===== src/rtl/uart_tx_fifo_pkg.sv =====
// ---------------------------------------------------------------------------
// uart_pkg
//   Shared types and constants for the UART transmit path (and a future
//   receive path): transmitter FSM state encoding, parity mode codes and the
//   minimum number of data bits a frame may carry.
// ---------------------------------------------------------------------------
package uart_pkg;

  typedef enum logic [2:0] {
    IDLE   = 3'd0,
    START  = 3'd1,
    DATA   = 3'd2,
    PARITY = 3'd3,
    STOP   = 3'd4
  } uart_state_e;

  // Parity mode field; the code 2'b11 is also treated as "no parity".
  localparam logic [1:0] PAR_NONE = 2'b00;
  localparam logic [1:0] PAR_EVEN = 2'b01;
  localparam logic [1:0] PAR_ODD  = 2'b10;

  localparam int MIN_DATA_BITS = 5;

  function automatic logic parity_enabled(input logic [1:0] mode);
    return (mode == PAR_EVEN) || (mode == PAR_ODD);
  endfunction

endpackage


===== src/rtl/uart_tx_fifo_if.sv =====
// ---------------------------------------------------------------------------
// uart_tx_fifo_if
//   Push channel from a producer (CPU bridge / DMA) into the UART transmit
//   FIFO.
//
//   Handshake: a word transfers on every rising clk edge where i_tx_valid and
//   o_tx_ready are both high. o_tx_ready depends only on registered FIFO
//   state (never on i_tx_valid); the producer may raise i_tx_valid at any
//   time and must hold i_tx_data stable while i_tx_valid is high.
//
//   Signals:
//     i_tx_valid  producer -> uart  push request
//     i_tx_data   producer -> uart  push word, LSB transmitted first
//     o_tx_ready  uart -> producer  FIFO has room
// ---------------------------------------------------------------------------
interface uart_tx_fifo_if #(
  parameter int DATA_WIDTH = 9
);
  logic                  i_tx_valid;
  logic [DATA_WIDTH-1:0] i_tx_data;
  logic                  o_tx_ready;

  modport master (
    output i_tx_valid,
    output i_tx_data,
    input  o_tx_ready
  );

  modport slave (
    input  i_tx_valid,
    input  i_tx_data,
    output o_tx_ready
  );
endinterface


===== src/rtl/uart_tx_fifo_sync_fifo.sv =====
// ---------------------------------------------------------------------------
// sync_fifo
//   Single-clock FIFO with extra-MSB read/write pointers. Head word is
//   presented combinationally on pop_data_o; a pop consumes it.
//
//   Ports:
//     clk, rst_n     clock, asynchronous active-low reset
//     push_i         write request (ignored while full, even with a pop)
//     push_data_i    write word
//     pop_i          read request (ignored while empty)
//     pop_data_o     current head word
//     level_o        number of stored words (0..FIFO_DEPTH)
//     empty_o        no words stored
//     full_o         FIFO_DEPTH words stored
// ---------------------------------------------------------------------------
module sync_fifo #(
  parameter int DATA_WIDTH = 9,
  parameter int FIFO_DEPTH = 16
) (
  input  logic                          clk,
  input  logic                          rst_n,
  input  logic                          push_i,
  input  logic [DATA_WIDTH-1:0]         push_data_i,
  input  logic                          pop_i,
  output logic [DATA_WIDTH-1:0]         pop_data_o,
  output logic [$clog2(FIFO_DEPTH):0]   level_o,
  output logic                          empty_o,
  output logic                          full_o
);

  localparam int AW = $clog2(FIFO_DEPTH);

  logic [AW:0]           wr_ptr_q, wr_ptr_d;
  logic [AW:0]           rd_ptr_q, rd_ptr_d;
  logic [DATA_WIDTH-1:0] mem_q [FIFO_DEPTH];
  logic                  push_ok;
  logic                  pop_ok;

  // Same index with differing wrap bit means the writer is a full lap ahead.
  assign empty_o = (wr_ptr_q == rd_ptr_q);
  assign full_o  = (wr_ptr_q[AW] != rd_ptr_q[AW]) &&
                   (wr_ptr_q[AW-1:0] == rd_ptr_q[AW-1:0]);
  assign level_o = wr_ptr_q - rd_ptr_q;

  // Push gates on the registered full flag only, so a simultaneous pop
  // never frees room for a push in the same cycle.
  assign push_ok = push_i && !full_o;
  assign pop_ok  = pop_i && !empty_o;

  assign pop_data_o = mem_q[rd_ptr_q[AW-1:0]];

  always_comb begin
    wr_ptr_d = wr_ptr_q;
    rd_ptr_d = rd_ptr_q;
    if (push_ok) wr_ptr_d = wr_ptr_q + 1'b1;
    if (pop_ok)  rd_ptr_d = rd_ptr_q + 1'b1;
  end

  always_ff @(posedge clk or negedge rst_n) begin
    if (!rst_n) begin
      wr_ptr_q <= '0;
      rd_ptr_q <= '0;
    end else begin
      wr_ptr_q <= wr_ptr_d;
      rd_ptr_q <= rd_ptr_d;
    end
  end

  // Storage needs no reset; the pointers define which entries are valid.
  always_ff @(posedge clk) begin
    if (push_ok) mem_q[wr_ptr_q[AW-1:0]] <= push_data_i;
  end

endmodule


===== src/rtl/uart_tx_fifo.sv =====
// ---------------------------------------------------------------------------
// uart_tx_fifo
//   UART transmitter with a built-in transmit FIFO. Frame settings are
//   sampled when a word is popped and held for the whole frame; queued words
//   leave back-to-back with no idle bit between frames.
//
//   Ports:
//     clk, rst_n     clock, asynchronous active-low reset
//     tx_if          push channel (slave side): i_tx_valid, i_tx_data,
//                    o_tx_ready (= ~o_fifo_full)
//     i_cfg_bits     data bits per frame, clamped to 5..DATA_WIDTH
//     i_cfg_parity   00 none, 01 even, 10 odd, 11 none
//     i_cfg_stop     0 = one stop bit, 1 = two
//     i_cfg_div      bit period is i_cfg_div+1 clocks
//     o_tx_serial    registered serial line, idle high
//     o_tx_busy      FSM not in IDLE
//     o_tx_done      one-cycle pulse as each frame's last stop bit ends
//     o_fifo_level   stored word count
//     o_fifo_empty   FIFO empty flag
//     o_fifo_full    FIFO full flag
//     o_state        current FSM state (debug)
// ---------------------------------------------------------------------------
module uart_tx_fifo
  import uart_pkg::*;
#(
  parameter int DATA_WIDTH = 9,
  parameter int FIFO_DEPTH = 16,
  parameter int DIV_WIDTH  = 16
) (
  input  logic                               clk,
  input  logic                               rst_n,
  uart_tx_fifo_if.slave                      tx_if,
  input  logic [$clog2(DATA_WIDTH+1)-1:0]    i_cfg_bits,
  input  logic [1:0]                         i_cfg_parity,
  input  logic                               i_cfg_stop,
  input  logic [DIV_WIDTH-1:0]               i_cfg_div,
  output logic                               o_tx_serial,
  output logic                               o_tx_busy,
  output logic                               o_tx_done,
  output logic [$clog2(FIFO_DEPTH):0]        o_fifo_level,
  output logic                               o_fifo_empty,
  output logic                               o_fifo_full,
  output uart_state_e                        o_state
);

  localparam int BW = $clog2(DATA_WIDTH+1);

  function automatic logic [BW-1:0] clamp_bits(input logic [BW-1:0] b);
    if (b < BW'(MIN_DATA_BITS)) return BW'(MIN_DATA_BITS);
    if (b > BW'(DATA_WIDTH))    return BW'(DATA_WIDTH);
    return b;
  endfunction

  // FIFO -----------------------------------------------------------------
  logic                  fifo_pop;
  logic [DATA_WIDTH-1:0] fifo_head;
  logic                  fifo_empty;
  logic                  fifo_full;

  sync_fifo #(
    .DATA_WIDTH (DATA_WIDTH),
    .FIFO_DEPTH (FIFO_DEPTH)
  ) u_fifo (
    .clk         (clk),
    .rst_n       (rst_n),
    .push_i      (tx_if.i_tx_valid),
    .push_data_i (tx_if.i_tx_data),
    .pop_i       (fifo_pop),
    .pop_data_o  (fifo_head),
    .level_o     (o_fifo_level),
    .empty_o     (fifo_empty),
    .full_o      (fifo_full)
  );

  assign tx_if.o_tx_ready = ~fifo_full;
  assign o_fifo_empty     = fifo_empty;
  assign o_fifo_full      = fifo_full;

  // Transmitter state ------------------------------------------------------
  uart_state_e           state_q, state_d;
  logic [DIV_WIDTH-1:0]  baud_q, baud_d;
  logic [BW-1:0]         bit_q, bit_d;     // data bit index, or stop bit index
  logic [DATA_WIDTH-1:0] shift_q, shift_d; // bit 0 is the next data bit
  logic                  par_q, par_d;     // XOR of data bits sent so far
  logic                  serial_q, serial_d;
  logic                  done_q, done_d;

  // Frame settings captured at pop time.
  logic [BW-1:0]         bits_q, bits_d;
  logic [1:0]            parity_q, parity_d;
  logic                  stop_q, stop_d;
  logic [DIV_WIDTH-1:0]  div_q, div_d;

  logic                  bit_end;
  logic                  load_frame;

  assign bit_end = (baud_q == div_q);

  always_comb begin
    state_d    = state_q;
    baud_d     = baud_q;
    bit_d      = bit_q;
    shift_d    = shift_q;
    par_d      = par_q;
    serial_d   = serial_q;
    done_d     = 1'b0;
    bits_d     = bits_q;
    parity_d   = parity_q;
    stop_d     = stop_q;
    div_d      = div_q;
    fifo_pop   = 1'b0;
    load_frame = 1'b0;

    // Baud counter runs for the whole frame and wraps at the latched divisor.
    if (state_q != IDLE) begin
      baud_d = bit_end ? '0 : baud_q + 1'b1;
    end

    // serial_d always carries the line level of the bit period being
    // entered, so the registered line lines up with state_q.
    case (state_q)
      IDLE: begin
        serial_d = 1'b1;
        if (!fifo_empty) load_frame = 1'b1;
      end

      START: begin
        if (bit_end) begin
          state_d  = DATA;
          bit_d    = '0;
          serial_d = shift_q[0];
        end
      end

      DATA: begin
        if (bit_end) begin
          par_d = par_q ^ shift_q[0];
          if (bit_q == bits_q - BW'(1)) begin
            bit_d = '0;
            if (parity_enabled(parity_q)) begin
              state_d  = PARITY;
              serial_d = (par_q ^ shift_q[0]) ^ (parity_q == PAR_ODD);
            end else begin
              state_d  = STOP;
              serial_d = 1'b1;
            end
          end else begin
            bit_d    = bit_q + 1'b1;
            shift_d  = shift_q >> 1;
            serial_d = shift_q[1];
          end
        end
      end

      PARITY: begin
        if (bit_end) begin
          state_d  = STOP;
          bit_d    = '0;
          serial_d = 1'b1;
        end
      end

      STOP: begin
        if (bit_end) begin
          if (bit_q == BW'(stop_q)) begin
            done_d = 1'b1;
            if (!fifo_empty) begin
              load_frame = 1'b1;
            end else begin
              state_d  = IDLE;
              serial_d = 1'b1;
            end
          end else begin
            bit_d = bit_q + 1'b1;
          end
        end
      end

      default: begin
        state_d  = IDLE;
        serial_d = 1'b1;
      end
    endcase

    // Frame start from IDLE or straight out of the last stop bit.
    if (load_frame) begin
      fifo_pop = 1'b1;
      state_d  = START;
      serial_d = 1'b0;
      baud_d   = '0;
      bit_d    = '0;
      par_d    = 1'b0;
      shift_d  = fifo_head;
      bits_d   = clamp_bits(i_cfg_bits);
      parity_d = i_cfg_parity;
      stop_d   = i_cfg_stop;
      div_d    = i_cfg_div;
    end
  end

  always_ff @(posedge clk or negedge rst_n) begin
    if (!rst_n) begin
      state_q  <= IDLE;
      baud_q   <= '0;
      bit_q    <= '0;
      shift_q  <= '0;
      par_q    <= 1'b0;
      serial_q <= 1'b1;
      done_q   <= 1'b0;
      bits_q   <= '0;
      parity_q <= PAR_NONE;
      stop_q   <= 1'b0;
      div_q    <= '0;
    end else begin
      state_q  <= state_d;
      baud_q   <= baud_d;
      bit_q    <= bit_d;
      shift_q  <= shift_d;
      par_q    <= par_d;
      serial_q <= serial_d;
      done_q   <= done_d;
      bits_q   <= bits_d;
      parity_q <= parity_d;
      stop_q   <= stop_d;
      div_q    <= div_d;
    end
  end

  assign o_tx_serial = serial_q;
  assign o_tx_busy   = (state_q != IDLE);
  assign o_tx_done   = done_q;
  assign o_state     = state_q;

endmodule


===== src/flat_wrapper.sv =====
// flat-port wrapper written by rule: the top's interface ports become plain ports
module uart_tx_fifo_flat import uart_pkg::*;
#(
  parameter int DATA_WIDTH = 9,
  parameter int FIFO_DEPTH = 16,
  parameter int DIV_WIDTH  = 16
)
  (clk, rst_n, i_cfg_bits, i_cfg_parity, i_cfg_stop, i_cfg_div, o_tx_serial, o_tx_busy, o_tx_done, o_fifo_level, o_fifo_empty, o_fifo_full, o_state, tx_if_i_tx_valid, tx_if_i_tx_data, tx_if_o_tx_ready);
  uart_tx_fifo_if #(.DATA_WIDTH(DATA_WIDTH)) tx_if_i ();
  input  logic clk;
  input  logic rst_n;
  input  logic [$clog2(DATA_WIDTH+1)-1:0] i_cfg_bits;
  input  logic [1:0] i_cfg_parity;
  input  logic i_cfg_stop;
  input  logic [DIV_WIDTH-1:0] i_cfg_div;
  output logic o_tx_serial;
  output logic o_tx_busy;
  output logic o_tx_done;
  output logic [$clog2(FIFO_DEPTH):0] o_fifo_level;
  output logic o_fifo_empty;
  output logic o_fifo_full;
  output uart_state_e o_state;
  input wire logic [$bits(tx_if_i.i_tx_valid)-1:0] tx_if_i_tx_valid;
  input wire logic [$bits(tx_if_i.i_tx_data)-1:0] tx_if_i_tx_data;
  output wire logic [$bits(tx_if_i.o_tx_ready)-1:0] tx_if_o_tx_ready;
  assign tx_if_i.i_tx_valid = tx_if_i_tx_valid;
  assign tx_if_i.i_tx_data = tx_if_i_tx_data;
  assign tx_if_o_tx_ready = tx_if_i.o_tx_ready;
  uart_tx_fifo #(.DATA_WIDTH(DATA_WIDTH), .FIFO_DEPTH(FIFO_DEPTH), .DIV_WIDTH(DIV_WIDTH)) u_core (.clk(clk), .rst_n(rst_n), .tx_if(tx_if_i), .i_cfg_bits(i_cfg_bits), .i_cfg_parity(i_cfg_parity), .i_cfg_stop(i_cfg_stop), .i_cfg_div(i_cfg_div), .o_tx_serial(o_tx_serial), .o_tx_busy(o_tx_busy), .o_tx_done(o_tx_done), .o_fifo_level(o_fifo_level), .o_fifo_empty(o_fifo_empty), .o_fifo_full(o_fifo_full), .o_state(o_state));
endmodule

===== config.mk =====
export PLATFORM = sky130hd
export DESIGN_NAME = uart_tx_fifo_flat
export DESIGN_NICKNAME = d
export VERILOG_FILES = /design/src/rtl/uart_tx_fifo_pkg.sv /design/src/rtl/uart_tx_fifo_if.sv /design/src/rtl/uart_tx_fifo_sync_fifo.sv /design/src/rtl/uart_tx_fifo.sv /design/src/flat_wrapper.sv
export SDC_FILE = /design/constraint.sdc
export NUM_CORES = 1
export LEC_CHECK = 0
export CORE_UTILIZATION = 49
export CTS_CLUSTER_SIZE = 16
export DETAILED_ROUTE_END_ITERATION = 10
export HOLD_SLACK_MARGIN = 0.05
export PLACE_DENSITY = 0.67
export SLEW_MARGIN = 20
export SYNTH_ARGS = -nofsm -noshare
export SYNTH_HDL_FRONTEND = slang
export SYNTH_HIERARCHICAL = 1
export SYNTH_SLANG_ARGS = --single-unit
export TNS_END_PERCENT = 10

===== constraint.sdc =====
create_clock -name clk -period 5.69 [get_ports clk]
set_input_delay 0.569 -clock clk [delete_from_list [all_inputs] [get_ports clk]]
set_output_delay 0.569 -clock clk [all_outputs]
set_load 0.1 [all_outputs]

==> summary.md <==
| Metric | Value |
|---|---|
| FILL cells | 1445 |
| CTS H-Tree Depth | 1 |
| Later-pin clock latency in the skew report | 0.52 ns |
| Hold WS | 0.262 ns |
| Max-slew violation count | 0 |
| HPWL reported at the end of detailed placement | 12000 um |
| Core area | 18800 um2 |
| Critical path depth | 5 |
| P_leak | 3.98 nW |
| Slew headroom | 26.9% |
| Syn nets | 665 |
| DR pass1 iterations | 5 |
| Initial antenna violation count | 0 |
| Worst setup EP type | primary output |
| Top post-synthesis cells by count | edfxtp_1, dfrtp_1, mux2i_1, nor2_1, o21ai_1 |
| Layout cells sized above 1 | 12.5% |
| Synth unique cells | 67 |
| Uppermost layer routed | met4 |
| Tot GR Track Use | 19.4% |
| Post-synth EDFFs | 144 |
| Reg2reg path depth | 10 |
| Drt wl/cell | 19.3 um |
| Critical Path RT | 5.12 ns |
| Peak supply drop | 1.57 mV |
| Quantity of hold-fixing buffers added after cts | 0 |
| Slew at the pin closest to its max-slew limit | 1.10 ns |
| Avg Inst Size Synth | 15.4 um2 |
| DP Cell Count | 905 |
| DRT iter0 DRCs | 297 |
| Starting density of the core | 50.5% |
| Total Power | 0.00605 W |
| DRC viols | 0 |
| Worst path bufs/invs | 2 |
| Clock sink count | 212 |
| CTS max path bufs | 3 |
| Ys flop type | edfxtp_1 |
| Critical Path Max Stage Delay | 1.20 ns |
| Net count, final | 719 |
| Detail Route Antenna Nets | 0 |
| Setup tns final | 0 ns |
| Status | completed |
| Via count | 5227 |
| Root buf cell | clkbuf_16 |
| Max Cap Violations | 0 |
| Power density cells | 555 nW/um2 |
| ANT cells | 0 |
| M1 WL | 7740 um |
| Synth area leaders | edfxtp_1, dfrtp_1, mux4_2 |
| CTS tree | yes |
| Warnings from Yosys | 6 |
| Max Freq | 216 MHz |
| I/O Buffers | 48 |
| Die H | 141 um |
| Crit path cell chain | inv_1, ha_1, and4_1, and2_1, clkdlybuf4s50_1 |
| Gr ovfl total | 0 |
| P&R area growth vs syn | 14.7% |
| Synthesized area | 9500 um2 |
| CTS resizes | 0 |
| Num ports | 49 |
| Die Wd | 141 um |
| Period utilization | 81.5% |
| CTS buffer count | 23 |
| Vias per cell | 5.52 |
| Ys async rst share | 32.1% |
| Core Rows | 50 |
| Worst-path fanout max | 22 |
| Yosys top cell by area | edfxtp_1 |
| Final min period | 4.64 ns |
| Vias in the first global route | 5416 |
| Clock slew at reported path FFs | 0.06 ns |
| WS Path Type | register to primary output |
| Worst path top cell family by delay | buffers and inverters |
| Global-route wire length before repair | 29600 um |
| Placer Congestion | 0.860 |
| Cell Count, Final, Fillers Out | 947 |
| CP max-delay cell | clkdlybuf4s50_1 |
| Final Hold Viols | 0 |
| # Post-CTS Setup Buffers | 0 |
| Final setup vio count | 0 |
| Die area | 20000 um2 |
| Post-synthesis cell count | 616 |
| Worst setup SP type | register |
| Core Util, Final | 57.9% |
| Worst clock skew | 0.0216 ns |
| Met3 WL | 1090 um |
| WL met2 | 9020 um |
| Worst EP arrival | 4.07 ns |
| Synth top area share | 45.5% |
| Final WL | 18200 um |
| RSZ-0062 raised after global routing | false |
| HP Class | input port to asynchronous set/reset pin |
| Sequential-to-total area share from yosys stat | 63.4% |
| Cell with the most instances after synthesis | edfxtp_1 |
| Seq cells post-synth | 212 |
| Pin count of the biggest net entering global routing | 69 |
-- stage by stage --
stage	worst slack [ns]	cell area, um2
finish	1.05	10900
global route	0.883	10900
floorplan	1.51	9500
global placement	1.67	10200
detailed placement	1.64	10200
CTS	1.06	10900
-- routing by layer --
layer	track usage, %	up-vias
met5	0	-
met4	5.09	0
met3	3.51	31
met2	32.4	124
met1	26.2	2617
li1	-	2455
-- where the power goes --
part           switching (W)  internal, W  total (W)
clock               0.000573     0.000841    0.00141
sequential          0.000226      0.00193    0.00216
combinational        0.00160     0.000877    0.00248
total                0.00240      0.00365    0.00605
-- layout by cell type, fill, tap and decap left out, drive strengths merged, types with 24 or more instances in the layout --
master           n
clkbuf          31
clkdlybuf4s50   47
dfrtp           67
edfxtp         144
mux2i           38
mux4            27
nand2           25
nor2            35
o21ai           39
xnor2           24
xor2            27
-- sequential cells by signal, summed over array words and instances, names as in the netlist, 2 cells and up --
name                    cells
u_core/div_q               16
u_core/parity_q             2
u_core/shift_q              9
u_core/o_state              3
u_core/u_fifo/rd_ptr_q      5
u_core/bits_q               4
u_core/bit_q                4
u_core/u_fifo/mem_q       144
u_core/u_fifo/wr_ptr_q      5
u_core/baud_q              16
-- cell families after synthesis --
| kind of cell | share of synthesized area (%) |
|---|---|
| buffers and inverters | 2.82 |
| adder cells (fa/ha/maj) | 1.92 |
| AO/OA/AOI/OAI | 5.75 |
| multiplexers | 13.0 |
| XOR/XNOR | 4.94 |
| AND/OR/NAND/NOR | 8.14 |
| flip-flops | 63.4 |
-- cell type report --
| type | instances | area (um2) | area share (%) |
|---|---|---|---|
| Clock inverter | 11 | 115 | 1.06 |
| Clock buffer | 31 | 606 | 5.56 |
| Multi-Input combinational cell | 357 | 3220 | 29.5 |
| Sequential cell | 212 | 6030 | 55.3 |
| Inverter | 20 | 75.1 | 0.689 |
| Tap cell | 260 | 325 | 2.98 |
| Timing Repair Buffer | 56 | 536 | 4.91 |
-- worst paths after layout --
kind	slack, ns	startpoint	to
setup reg to reg	1.90	u_core/u_fifo/rd_ptr_q[1]$_DFFE_PN0P_	u_core/baud_q[12]$_DFFE_PN0P_
min in group clk	0.48	u_core/o_tx_serial$_DFFE_PN1P_	u_core/o_tx_serial$_DFFE_PN1P_
hold reg to reg	0.48	u_core/o_tx_serial$_DFFE_PN1P_	u_core/o_tx_serial$_DFFE_PN1P_
max in group asynchronous	4.81	rst_n	u_core/u_fifo/rd_ptr_q[0]$_DFFE_PN0P_
setup / recovery	1.05	u_core/u_fifo/rd_ptr_q[1]$_DFFE_PN0P_	o_fifo_empty
hold / removal	0.26	rst_n	u_core/o_state[2]$_DFFE_PN0P_
Power figures use the tool's default switching activity.
